===== config.mk =====
export PLATFORM = sky130hd
export DESIGN_NAME = fetch_stage
export DESIGN_NICKNAME = d
export VERILOG_FILES = /design/src/rtl/fetch_stage_pkg.sv /design/src/rtl/fetch_queue.sv /design/src/rtl/fetch_stage.sv
export SDC_FILE = /design/constraint.sdc
export NUM_CORES = 1
export LEC_CHECK = 0
export BUFFER_PORTS_ARGS = -buffer_cell sky130_fd_sc_hd__buf_2
export CAP_MARGIN = 0
export CORE_MARGIN = 2
export CORE_UTILIZATION = 40
export DETAILED_ROUTE_END_ITERATION = 8
export PLACE_DENSITY_LB_ADDON = 0.15
export SLEW_MARGIN = 20
export SYNTH_ARGS = -nofsm -noshare
export SYNTH_HDL_FRONTEND = slang
export SYNTH_SLANG_ARGS = --single-unit

===== constraint.sdc =====
create_clock -name clk -period 8.49 [get_ports clk]
set_clock_uncertainty 0.1 [all_clocks]
set_input_delay 1.2735 -clock clk [delete_from_list [all_inputs] [get_ports clk]]
set_output_delay 1.2735 -clock clk [all_outputs]
set_load 0.01 [all_outputs]

===== src/rtl/fetch_stage_pkg.sv =====
// Shared pipeline definitions for the instruction-fetch stage: NOP encoding, PC step,
// fetch FSM states and the {pc, inst} entry handed to decode.
package fetch_stage_pkg;

   localparam logic [31:0] NOP_INST = 32'h0000_0000;
   localparam logic [31:0] PC_STEP  = 32'd4;

   typedef enum logic [1:0] {
      RUN,
      WAIT,
      DROP
   } fetch_state_e;

   typedef struct packed {
      logic [31:0] pc;
      logic [31:0] inst;
   } fetch_entry_t;

endpackage


===== src/rtl/fetch_queue.sv =====
// Two-entry FIFO of fetched {pc, inst} pairs; flush wins over any same-cycle push or pop.
module fetch_queue
   import fetch_stage_pkg::*;
#(
   parameter fetch_entry_t RESET_ENTRY = '0
) (
   input  logic         clk,
   input  logic         rst,
   input  logic         push_i,
   input  logic         pop_i,
   input  logic         flush_i,
   input  fetch_entry_t data_i,
   output logic [1:0]   count_o,
   output logic         valid_o,
   output fetch_entry_t head_o
);

   logic [1:0]   count_q, count_d;
   fetch_entry_t head_q, head_d;
   fetch_entry_t tail_q, tail_d;

   always_comb begin
      count_d = count_q;
      head_d  = head_q;
      tail_d  = tail_q;
      if (flush_i) begin
         count_d = 2'd0;
      end else begin
         case ({push_i, pop_i})
            2'b10: begin
               if (count_q == 2'd0) head_d = data_i;
               else                 tail_d = data_i;
               count_d = count_q + 2'd1;
            end
            2'b01: begin
               head_d  = tail_q;
               count_d = count_q - 2'd1;
            end
            2'b11: begin
               if (count_q == 2'd1) begin
                  head_d = data_i;
               end else begin
                  head_d = tail_q;
                  tail_d = data_i;
               end
            end
            default: ;
         endcase
      end
   end

   // Head is reset so the decode-facing PC shows the reset address before any fetch.
   always_ff @(posedge clk or posedge rst) begin
      if (rst) begin
         count_q <= 2'd0;
         head_q  <= RESET_ENTRY;
      end else begin
         count_q <= count_d;
         head_q  <= head_d;
      end
   end

   always_ff @(posedge clk) begin
      tail_q <= tail_d;
   end

   assign count_o = count_q;
   assign valid_o = (count_q != 2'd0);
   assign head_o  = head_q;

endmodule


===== src/rtl/fetch_stage.sv =====
// MIPS instruction-fetch stage: one outstanding imem read, 2-entry queue, redirect flush.
// Optional misaligned-redirect detection is built when IF_ALIGN_CHECK_EN is defined.
module fetch_stage
   import fetch_stage_pkg::*;
#(
   parameter logic [31:0] RESET_PC = 32'h0000_0000,
   parameter logic [31:0] NOP_INST = fetch_stage_pkg::NOP_INST
) (
   input  logic        clk,
   input  logic        rst,
   input  logic        i_IF_pause,
   input  logic        i_IF_redirect,
   input  logic [31:0] i_IF_target,
   output logic        o_IF_imemReq,
   output logic [31:0] o_IF_imemAddr,
   input  logic        i_IF_imemGnt,
   input  logic        i_IF_imemRValid,
   input  logic [31:0] i_IF_imemRData,
   output logic        o_IF_valid,
   output logic [31:0] o_IF_PC,
   output logic [31:0] o_IF_inst,
   output logic        o_IF_addrErr
);

   fetch_state_e state_q;
   logic [31:0]  fpc_q;
   logic [31:0]  ipc_q;
   logic         err_q;
   logic [31:0]  target;
   logic [1:0]   q_count;
   logic [1:0]   occ;
   logic         q_valid;
   fetch_entry_t q_head;
   fetch_entry_t push_entry;
   logic         gnt_acc;
   logic         push;
   logic         pop;

`ifdef IF_ALIGN_CHECK_EN
   always_ff @(posedge clk or posedge rst) begin
      if (rst)                err_q <= 1'b0;
      else if (i_IF_redirect) err_q <= (i_IF_target[1:0] != 2'b00);
   end
   assign target       = {i_IF_target[31:2], 2'b00};
   assign o_IF_addrErr = err_q;
`else
   assign err_q        = 1'b0;
   assign target       = {i_IF_target[31:2], i_IF_target[1:0] & 2'b00};
   assign o_IF_addrErr = 1'b0;
`endif

   // The in-flight read reserves a queue slot, so a response always has room.
   assign occ           = q_count + {1'b0, (state_q == WAIT)};
   assign o_IF_imemReq  = !rst && (state_q == RUN) && (occ < 2'd2) && !i_IF_redirect && !err_q;
   assign o_IF_imemAddr = fpc_q;
   assign gnt_acc       = o_IF_imemReq && i_IF_imemGnt;
   assign push          = (state_q == WAIT) && i_IF_imemRValid && !i_IF_redirect;
   assign pop           = q_valid && !i_IF_pause && !i_IF_redirect;
   assign push_entry    = '{pc: ipc_q, inst: i_IF_imemRData};

   always_ff @(posedge clk or posedge rst) begin
      if (rst) begin
         state_q <= RUN;
         fpc_q   <= RESET_PC;
         ipc_q   <= RESET_PC;
      end else begin
         case (state_q)
            RUN:     if (gnt_acc) state_q <= WAIT;
            WAIT: begin
               if (i_IF_imemRValid)    state_q <= RUN;
               else if (i_IF_redirect) state_q <= DROP;
            end
            DROP:    if (i_IF_imemRValid) state_q <= RUN;
            default: state_q <= RUN;
         endcase
         if (i_IF_redirect) begin
            fpc_q <= target;
         end else if (gnt_acc) begin
            fpc_q <= fpc_q + PC_STEP;
            ipc_q <= fpc_q;
         end
      end
   end

   fetch_queue #(
      .RESET_ENTRY('{pc: RESET_PC, inst: NOP_INST})
   ) u_queue (
      .clk     (clk),
      .rst     (rst),
      .push_i  (push),
      .pop_i   (pop),
      .flush_i (i_IF_redirect),
      .data_i  (push_entry),
      .count_o (q_count),
      .valid_o (q_valid),
      .head_o  (q_head)
   );

   assign o_IF_valid = q_valid;
   assign o_IF_PC    = q_head.pc;
   assign o_IF_inst  = q_valid ? q_head.inst : NOP_INST;

endmodule

### Yosys cells after proc, flatten, opt, wreduce, memory -nomap -nowiden

Cells that the tools add are included.

| storage, ports and cells | value |
|---|---|
| flip-flop bits (word level) | 196 |
| latch bits | 0 |
| memory bits (writable) | 0 |
| memory bits (read-only) | 0 |
| input bits | 70 |
| output and inout port bits | 99 |
| logic and storage cells | 64 |
| memories | 0 |

| cells by class | value |
|---|---|
| $add $sub $neg | 4 |
| $mul | 0 |
| divide/modulo/power cells | 0 |
| magnitude comparators | 1 |
| eq/ne operators | 12 |
| shifts and indexed selects | 0 |
| mux-type cells | 16 |
| bitwise gates (word level) | 1 |
| reduce and logical (&&, ||, !) cells | 22 |

Operators with widths:

| cell | number |
|---|---|
| 64-bit two-way mux | 4 |
| 64-bit one-hot mux with 3 select lines | 1 |
| 64-bit one-hot mux with 2 select lines | 1 |
| 32-bit two-way mux | 3 |
| 32-bit by 3-bit adder with 32-bit output (second input constant) | 1 |
| 2-bit two-way mux | 5 |
| 1-bit logical AND | 8 |
| 2-bit inequality test (second input constant) | 4 |
| 2-bit by 1-bit equality test with 1-bit output (second input constant) | 3 |
| 2-bit equality test (second input constant) | 3 |
| 2-bit one-hot mux with 3 select lines | 1 |
| 3-bit AND reduction | 2 |
| 2-bit nonzero test | 3 |
| 3-bit nonzero test | 2 |
| 2-bit logical NOT | 2 |
| 2-bit one-hot mux with 2 select lines | 1 |
| 4-bit AND reduction | 1 |
| 1-bit logical NOT | 3 |
| 3-bit inequality test (second input constant) | 1 |
| 2-bit by 1-bit adder with 2-bit output | 1 |
| 2-bit by 1-bit adder with 2-bit output (second input constant) | 1 |
| 2-bit less-than comparator (second input constant) | 1 |
| 2-bit by 1-bit inequality test with 1-bit output (second input constant) | 1 |
| 2-bit AND reduction | 1 |
| other kinds (2) | 2 |

### Depth between registers and ports, before layout

| logic depth | value |
|---|---|
| word-level depth | 8 |
| depth in mapped cells | 10 |
| gate-level depth less buffers | 7 |

### Hierarchy

From an unflattened synthesis, not the netlist that was laid out.

| unflattened totals | value |
|---|---|
| cells, all modules | 676 |
| area, all modules | 8660.8 um^2 |

By module, submodules not included:

| module | instances | cells each | area each (um^2) | seq. area each (um^2) |
|---|---|---|---|---|
| fetch_queue | 1 | 293 | 5375.2 | 3573.4 |
| fetch_stage | 1 | 383 | 3285.7 | 1551.5 |

### Worst setup path before layout

Ideal clock, no wire load.

| path | value |
|---|---|
| path kind | input -> register |
| from | input i_IF_redirect |
| to | register u_queue.tail_q[0] in the netlist's numbering (enable) |
| library setup time | 0.427 ns |
| arrival time | 3.285 ns |
| required time | 7.963 ns |
| slack | 4.678 ns |
| stages | 3 |
| path buffers | 1 |
| cell sequence | clkbuf_1 > and4bb_2 > and3_1 |

| on the way | value |
|---|---|
| longest elaborated chain between the ends | 5 |
| elaborated cells on any way between the ends | 10 |
| those cells by class | eq/ne: 4; bitwise: 1; reduce/logical: 5 |

RTL lines:

| what | line | text |
|---|---|---|
| start: declaration | fetch_stage.sv:12 | `input logic i_IF_redirect,` |
| 1-bit logical NOT | fetch_stage.sv:57, fetch_stage.sv:58 |  |
| 1-bit logical AND (on tied branches) | fetch_stage.sv:58, fetch_stage.sv:57 |  |
| 2-bit equality test | fetch_queue.sv:29 | `case ({push_i, pop_i})` |
| 2-bit inequality test (no source line) or 2-bit nonzero test (tied branches) | -- |  |
| 4-bit AND reduction (no source line) * | -- |  |
| end signal: assignment | fetch_queue.sv:64 | `tail_q <= tail_d;` |
| end: declaration | fetch_queue.sv:20 | `fetch_entry_t tail_q, tail_d;` |

Every way passes the cells marked *; elsewhere a longest branch is shown, timed or not.
A chain may end at the register's enable or synchronous reset.

### Worst setup path after layout

| path | value |
|---|---|
| from | input i_IF_redirect |
| to | output o_IF_imemReq |

| on the way | value |
|---|---|
| longest elaborated chain between the ends | 2 |

RTL lines:

| what | line | text |
|---|---|---|
| 1-bit logical NOT | fetch_stage.sv:54 | `assign o_IF_imemReq = !rst && (state_q == RUN) && (occ < 2'd2) && !i_IF_redirect && !err_q;` |
| 1-bit logical AND | fetch_stage.sv:54 |  |
| end: declaration | fetch_stage.sv:14 | `output logic o_IF_imemReq,` |

No other way between the ends.

==> results.md <==
* Clock sinks at around 190
* Main area contributors after synthesis: dfrtp_1, edfxtp_1, nand2_1
* GRT busiest layer: met2
* TritonCTS clock tree: yes
* Post-Layout Cell Count at between 1,000 and 1,500
* Crit path max fanout at 61
* Mapped Area at between 8000 and 9000 um^2
* RSZ-0062 raised after global routing: no
* Dpl cells at between 1,000 and 1,500
* Post-synth top cells: nand2_1, dfrtp_1, a22oi_1, edfxtp_1
* Synth Flop Type: dfrtp_1
* Num rows at between 50 and 60
* Setup WS pre-CTS at between 4 and 5 ns
* Post-Syn Instances at about 760
* Global Route met3 Usage at 3.41%
* Post-synth cell types at 46
* Worst r2r src: u_queue.count_o[1]
* Slowest CP cell: nor2_1
* Run status: finished, final reports clean
* Count of final hold-check violations at 0
* Initial Util at between 40 and 50%
* Fin crit period at between 3 and 4 ns
* Delay of the slowest critical-path stage at 0.32 ns
* Worst Path Required at 7.12 ns
* Setup_tns at 0 ns
* DP HPWL at ~12,000 um
* Vias in the first global route at about 5,700
* Tot Pwr at 0.00266 W
* Clock Pin Slew Worst Setup and Hold Paths at 0.07 ns
* Slew HR at 35.4%
* 1st-iter DRT viols at approximately 330
* First-pass GRT wire length at roughly 32,000 um
* Vias per cell at between 4 and 5
* P&R area growth vs syn at 17.7%
* Worst r2r path cells at 9
* Cell Chain, Critical Path: buf_2, buf_4, nor2_1, nor4b_1, buf_2
* Post-synthesis sequential area ratio at between 60 and 70%
* Largest net degree at the start of global routing at 66
* Post-synth EDFFs at 62
* Ys Warns at 0
* Vias at 5,761
* Setup repair bufs after CTS at 0
* Maximum VDD drop at ~130 uV
* Number of setup violations in the final report at 0
* Antenna-violating nets left at 0
* Routability Congestion at between 0.7 and 0.8
* Drt first pass iters at 5
* Fin. max-slew vios at 0
* Die height at 146 um
* Max cap viols at 0
* GR Layer Usage met1 at 26.0%
* Remaining Overflow, GRT at 0
* GRT Total Usage at a little under a fifth
* Grt met2 use at approximately 31%
* Top cell type's share of synthesized area at 39.3%
* PostCTS Resize Cnt at 0
* FMAX at around 260 MHz
* Pleak at ~4.3 nW
* CORE AREA at roughly 20,000 um^2
* Clock buffer count from CTS at 17
* Slew @ Worst Pin at around 0.97 ns
* Final period util at 45.6%
* Async SR Flop Fraction at between 60% and 70%
* Clk buf depth at 2
* # port buffers at approximately 160
* Critical path class: in2out
* FF-to-FF setup slack at about 5.5 ns
* Worst Path Arrival at 2.50 ns
* Hold wc startpoint: u_queue.tail_q[44]
* # DRC at 0
* Final worst slack at between 4 and 5 ns
* CP most frequent cell: buf_2
* Die Wd at 146 um
* H-tree lvl count at 4
* Fraction of layout cells with a size suffix above 1 at 24.2%
* Yosys reg bits at 189
* Ports at between 150 and 200
* Cell taking the most area after synthesis: dfrtp_1
* Post-cts hold buffer count at 0
* Final wirelength at ~20,000 um
* Layout Nets at 950
* Nature of the critical path endpoint: primary output
* R2r endpoint: u_queue.head_o[34]
* Startpoint types: primary input
* Hold EP: u_queue.head_o[44]
* HP Class: reg2reg
* Worst Hold Depth at 2
* Syn Area/Cell at ~11 um^2
* Most frequent cell after synthesis: nand2_1
* Total die area at around 21,000 um^2
* CTS root buf: clkbuf_16
* Antenna violations before repair at 1
* Cell Pwr Density at around 280 nW/um^2
* Clk_lat worst skew at approximately 0.43 ns
* Avg WL per Cell at approximately 17 um
## power breakdown
| part | total, W | switching, W | internal, W |
|---|---|---|---|
| clock network | 0.000836 | 0.000353 | 0.000483 |
| registers | 0.00128 | 0.000129 | 0.00115 |
| logic | 0.000548 | 0.000297 | 0.000251 |
## registers in the layout (all words and copies together), names as in the netlist
name,cells
ipc_q,30
u_queue.count_o,2
o_IF_imemAddr,30
state_q,2
u_queue.tail_q,62
u_queue.head_o,63
## layer usage
layer  vias to the layer above  routed length [um]
met5                         -                   0
met4                         0                 269
met3                        17                 738
met2                       138                9430
met1                      2807                9150
li1                       2799                   -
## worst max path at each step
stage / from / end / slack, ns
after floorplan: rst / ipc_q[10] / 3.73
after CTS: i_IF_redirect / o_IF_imemReq / 4.58
after global routing: i_IF_redirect / o_IF_imemReq / 4.45
after global placement: i_IF_redirect / o_IF_imemReq / 4.58
after detailed placement: i_IF_redirect / o_IF_imemReq / 4.60
final: i_IF_redirect / o_IF_imemReq / 4.61
## layout by cell type (no fill, tap or decap), types with 2 or more instances in the layout
cell type   count
nor2_1          8
clkinv_2        3
nand2_1       241
clkbuf_16      18
a22oi_1        64
xnor2_1        15
o21ai_0        30
dfrtp_1       127
and4_1          2
a21oi_1         3
clkinvlp_4      2
and2_1          4
nand3_1        13
and2_2          2
nand4_1         8
nor2b_1        35
inv_6           3
edfxtp_1       62
buf_4           7
nand2b_1        2
xor2_1          7
o211ai_1        2
conb_1          3
inv_1          10
nor3_1          9
o311ai_0        3
buf_2         163
nor4_1          8
and3_1          3
mux2_2          2
bufinv_16       3
ha_1            3
## cell families (layout without fill, tap and decap cells)
| family | count (synthesis) | count (layout) | share of synthesized area [%] |
|---|---|---|---|
| simple gates | 348 | 348 | 19.4 |
| buf+inv | 89 | 213 | 5.84 |
| fa+ha+maj | 3 | 3 | 0.464 |
| compound gates | 109 | 109 | 9.18 |
| mux | 3 | 3 | 0.402 |
| xor+xnor | 22 | 22 | 2.38 |
| other cells | 1 | 4 | 0.0463 |
| flops | 189 | 189 | 62.3 |
## metrics by stage
stage                     instance area [um^2]  hold slack [ns]  utilization, %
final                                     9530            0.358            47.5
after global routing                      9520            0.376            47.5
after CTS                                 9520            0.364            47.5
after detailed placement                  8910            0.348            44.4
after global placement                    8910            0.342            44.4
after floorplan                           8100            0.338               -
## area by class of cell
cell class              instances  area (um^2)
fillers                      1967        10500
flip-flops and latches        189         5040
clock inverters                13          161
diodes                          1         2.50
well taps                     270          338
clock buffers                  19          454
inverters                      11         46.3
repair buffers                170          868
multi-input cells             488         2620
## worst max-delay path: cells and delay by family
family | cells | cell delay [ns]
buffers and inverters | 3 | 0.58
and+or+nand+nor | 2 | 0.64
Power figures use the tool's default switching activity.
